## src/rtl/intr_prio_ctrl.sv

```systemverilog
// Fixed-priority interrupt prioritiser/poster. Index 0 wins. Each source is
// level- or edge-latched, and may be gated by MSR[EE]. A posted code stays
// frozen until the core acks it. The served source then gets a one-hot ack,
// and the block idles for HOLDOFF cycles before it arbitrates again.
module intr_prio_ctrl #(
    parameter int unsigned         NUM_SRC  = 16,
    parameter int unsigned         CODE_W   = 5,
    parameter logic [NUM_SRC-1:0]  MASKABLE = NUM_SRC'('hC000),
    parameter logic [NUM_SRC-1:0]  EDGE_SRC = NUM_SRC'('hC000),
    parameter int unsigned         HOLDOFF  = 1
) (
    input  logic                clk,
    input  logic                rst,
    input  logic [NUM_SRC-1:0]  req,
    input  logic                ee,
    input  logic [NUM_SRC-1:0]  clr_pend,
    input  logic                ack,
    output logic [CODE_W-1:0]   excepCode,
    output logic                valid,
    output logic [NUM_SRC-1:0]  ack_vec,
    output logic [NUM_SRC-1:0]  pend
);

    localparam int unsigned HOLD_W = 4;
    localparam logic [HOLD_W:0] HOLD_END = (HOLD_W+1)'(HOLDOFF);

    typedef enum logic [1:0] {IDLE, POSTED, HOLD} state_t;

    state_t              state;
    logic [HOLD_W-1:0]   hold_cnt;
    logic [NUM_SRC-1:0]  req_d;
    logic [NUM_SRC-1:0]  edge_v;
    logic [NUM_SRC-1:0]  eff;
    logic [NUM_SRC-1:0]  elig;
    logic [NUM_SRC-1:0]  pend_nxt;
    logic [CODE_W-1:0]   win_code;
    logic                hold_done;

    // Edge detection, eligibility, lowest-index winner and pending update.
    always_comb begin
        edge_v   = req & ~req_d;
        eff      = (EDGE_SRC & (pend | edge_v)) | (~EDGE_SRC & req);
        elig     = eff & (~MASKABLE | {NUM_SRC{ee}});
        pend_nxt = EDGE_SRC & (edge_v | (pend & ~clr_pend & ~ack_vec));
        win_code = '0;
        for (int i = int'(NUM_SRC) - 1; i >= 0; i--) begin
            if (elig[i]) begin
                win_code = CODE_W'(i + 1);
            end
        end
        hold_done = (({1'b0, hold_cnt} + (HOLD_W+1)'(1)) >= HOLD_END);
    end

    // One-hot ack to the served source, only while a code is posted.
    always_comb begin
        ack_vec = '0;
        if (state == POSTED && ack) begin
            for (int i = 0; i < int'(NUM_SRC); i++) begin
                ack_vec[i] = (excepCode == CODE_W'(i + 1));
            end
        end
    end

    // Poster FSM together with its registered code, valid, pendings and req history.
    always_ff @(posedge clk) begin
        req_d <= req;
        if (rst) begin
            state     <= IDLE;
            excepCode <= '0;
            valid     <= 1'b0;
            hold_cnt  <= '0;
            pend      <= '0;
        end else begin
            pend <= pend_nxt;
            case (state)
                IDLE: begin
                    if (|elig) begin
                        excepCode <= win_code;
                        valid     <= 1'b1;
                        state     <= POSTED;
                    end
                end
                POSTED: begin
                    if (ack) begin
                        excepCode <= '0;
                        valid     <= 1'b0;
                        hold_cnt  <= '0;
                        state     <= (HOLDOFF > 0) ? HOLD : IDLE;
                    end
                end
                HOLD: begin
                    if (hold_done) begin
                        hold_cnt <= '0;
                        state    <= IDLE;
                    end else begin
                        hold_cnt <= hold_cnt + HOLD_W'(1);
                    end
                end
                default: begin
                    excepCode <= '0;
                    valid     <= 1'b0;
                    state     <= IDLE;
                end
            endcase
        end
    end

endmodule
```

## config.mk

```make
export PLATFORM = sky130hd
export DESIGN_NAME = intr_prio_ctrl
export DESIGN_NICKNAME = d
export VERILOG_FILES = /design/src/rtl/intr_prio_ctrl.sv
export SDC_FILE = /design/constraint.sdc
export NUM_CORES = 1
export LEC_CHECK = 0
export CORE_ASPECT_RATIO = 1.4
export CORE_MARGIN = 5
export CORE_UTILIZATION = 38
export CTS_CLUSTER_DIAMETER = 100
export DETAILED_ROUTE_END_ITERATION = 16
export PLACE_DENSITY = 0.95
export SYNTH_ARGS = -nofsm -noshare
export SYNTH_HDL_FRONTEND = slang
export SYNTH_SLANG_ARGS = --single-unit
```

## constraint.sdc

```tcl
create_clock -name clk -period 3.42 [get_ports clk]
set_input_delay 0.684 -clock clk [delete_from_list [all_inputs] [get_ports clk]]
set_output_delay 0.684 -clock clk [all_outputs]
set_load 0.05 [all_outputs]
```

==> metrics <==
outcome finished, final reports clean; P_int between 0.0003 and 0.0004 W; Worst Hold Class flip-flop to flip-flop; Pleak 0.618 nW; Synth top area share around 30%; worst slew pin tran roughly 560 ps; clock sink count 16; n_diodes 0; Netlist cell types 40; top post-synthesis cells by area dfxtp_1, buf_4, nor2_1, nand2b_1, a21oi_1; hold path depth 1; Core Area about 2700 sq um; post-synthesis mux area share 0%; TritonCTS Buffers 3; clock slew at reported path FFs about 90 ps; Psw 0.000155 W; Comb power frac a little under 30%; postcts setup bufs 0; total power 0.000463 W; Sum Neg Setup Slack 0 ps; hold endpoint hold_cnt[3]; final wirelength 2750 um; die height roughly 73 um; Synth Flop Type dfxtp_1; vias per inst 5.02; Max rail drop VDD 223 uV; Relative slew margins around 63%; Final ANT Viol Nets 0; FF-to-FF setup slack roughly 1400 ps; Final setup viols 0; Final min period about 3100 ps; WL/cell approximately 13 um; XOR/XNOR Fraction of Synth Area 0%; Compound-Gate Fraction of Synth Area between 10% and 20%; clk buf depth 2; post-cts resize count 0; element type at the critical path end output port; largest net degree at the start of global routing 19; die area between 3000 and 4000 sq um; Critical Path RT around 2700 ps; Max Clock Freq approximately 320 MHz; share of cells above drive strength 1 16.8%; GR Util All Layers ~14%; hold path start hold_cnt[3]; crit path kind primary input to output port; async set-reset flop share out of synthesis 0%; largest family of logic cells by synthesized area simple AND/OR/NAND/NOR gates; FF-to-FF End excepCode[2]; root buffer cell clkbuf_4; post-synthesis cell count around 140; I/O pins 74; sw frac 33.4%; area leader, netlist dfxtp_1; global-route wire length before repair between 4000 and 5000 um; Final nets about 220; initial antenna violation count 0; Synth Area in Simple Gates a little under two fifths; Final Instance Count excl. Fillers 220; # port buffers 45; Netlist Area Pre-Place approximately 1100 sq um; clk_skew 1.33 ps; Ys Warns 0; dpl ws 290 ps; Clock power frac 26.9%; GRT overflow 0; arrival time at the worst endpoint 2440 ps; Synth Area in Adders 2.34%; max-cap viol count 0; number of flops mapped to enable cells by yosys 0; crit start category primary input; initial core utilization ~40%; Seq/Total Area, Yosys between 20% and 30%; RSZ-0062 raised after global routing no; placed cell count around 220; hold buffers post-CTS 0; Final Hold Vio Count 0; Initial DRT Pass Iterations 4; Final WS setup just under 300 ps; num rows 22; crit path max fanout 6; part of the power in registers approximately 44%; syn avg cell area ~7.7 sq um; CTS tree done; fin. max-slew vios 0; vias 1105; vias in the first global route between 1000 and 1500; worst reg2reg startpoint state[1]; Layout area overhead 57.1%; Worst setup startpoint ack; DRC 0; Initial DRC Count 17; Synth top cells by count nor2_1, dfxtp_1, buf_4; hpwl dp between 2000 and 2500 um; die width 54.9 um; pwr dens 275 nW/um^2; R2R cell count 5; CTS HTree Levels 1; post-route clock period utilization roughly 90%; routability cong. about 0.8; Clk Latency, worst-skew pair 280 ps; number of synthesized register bits 16; cell with the most instances after synthesis nor2_1
-- cells by family (layout without fill, tap and decap cells) --
| family | count (synthesis) | in the layout |
|---|---|---|
| and+or+nand+nor | 71 | 71 |
| AOI/OAI and AO/OA | 26 | 26 |
| buffers and inverters | 23 | 55 |
| DFF | 16 | 16 |
| adders and majority gates | 2 | 2 |
| other | 1 | 14 |
-- critical path, stage by stage --
cell and delay (ps):
clkdlybuf4s50_1 510, and3b_2 260, nor2b_1 280, nand3_1 210, nor3_1 310, buf_12 180
-- worst max-delay path by stage --
| stage | cells after the start | to | slack [ps] |
|---|---|---|---|
| after global placement | 6 | ack_vec[0] | 350 |
| after floorplan | 5 | ack_vec[2] | 220 |
| after detailed placement | 6 | ack_vec[0] | 290 |
| final | 6 | ack_vec[2] | 300 |
| after global routing | 6 | ack_vec[2] | 150 |
| after CTS | 6 | ack_vec[0] | 290 |
-- power groups by stage --
| stage | registers, W | clock network, W | logic (W) |
|---|---|---|---|
| floorplan | 0.000220 | 0 | 0.0000848 |
| global placement | 0.000205 | 0 | 0.000135 |
| detailed placement | 0.000205 | 0 | 0.000137 |
| CTS | 0.000201 | 0.000128 | 0.000137 |
| global route | 0.000203 | 0.000134 | 0.000146 |
| finish | 0.000201 | 0.000125 | 0.000137 |
-- layer usage --
layer,global-route usage (%),part of all wire (%),vias to the layer above
met5,0,0,-
met4,4.16,0.69,0
met3,3.68,9.1,2
met2,27.9,55,48
met1,13.6,35,502
li1,-,-,553
-- cell usage in the layout (no fill, tap or decap), types with 6 or more instances in the layout --
master           Yosys  layout
nor2_1              22      22
a21oi_1              8       8
nand2b_1             7       7
conb_1               1      14
nand2_1              6       6
clkdlybuf4s50_1      0      29
dfxtp_1             16      16
inv_1                6       6
buf_12               0      15
nor3_1               8       8
-- area by class of cell --
cell class | instances | area [sq um]
flip-flops and latches | 16 | 320
well taps | 36 | 45.0
repair buffers | 45 | 598
inverters | 6 | 22.5
fillers | 228 | 987
clock buffers | 4 | 36.3
multi-input cells | 113 | 661
-- flip-flops by register name, summed over array words and instances (netlist names) --
| name | flops |
|---|---|
| excepCode | 5 |
| hold_cnt | 4 |
| state | 2 |
| pend | 2 |
| valid | 1 |
| req_d | 2 |
-- stage by stage --
step                instance area, sq um  utilization, %  hold slack, ps
global route                        1680            63.0             503
detailed placement                  1650            61.7             466
finish                              1680            63.0             482
global placement                    1650            61.7             449
floorplan                           1120               -             431
CTS                                 1680            63.0             492
Power figures use the tool's default switching activity.
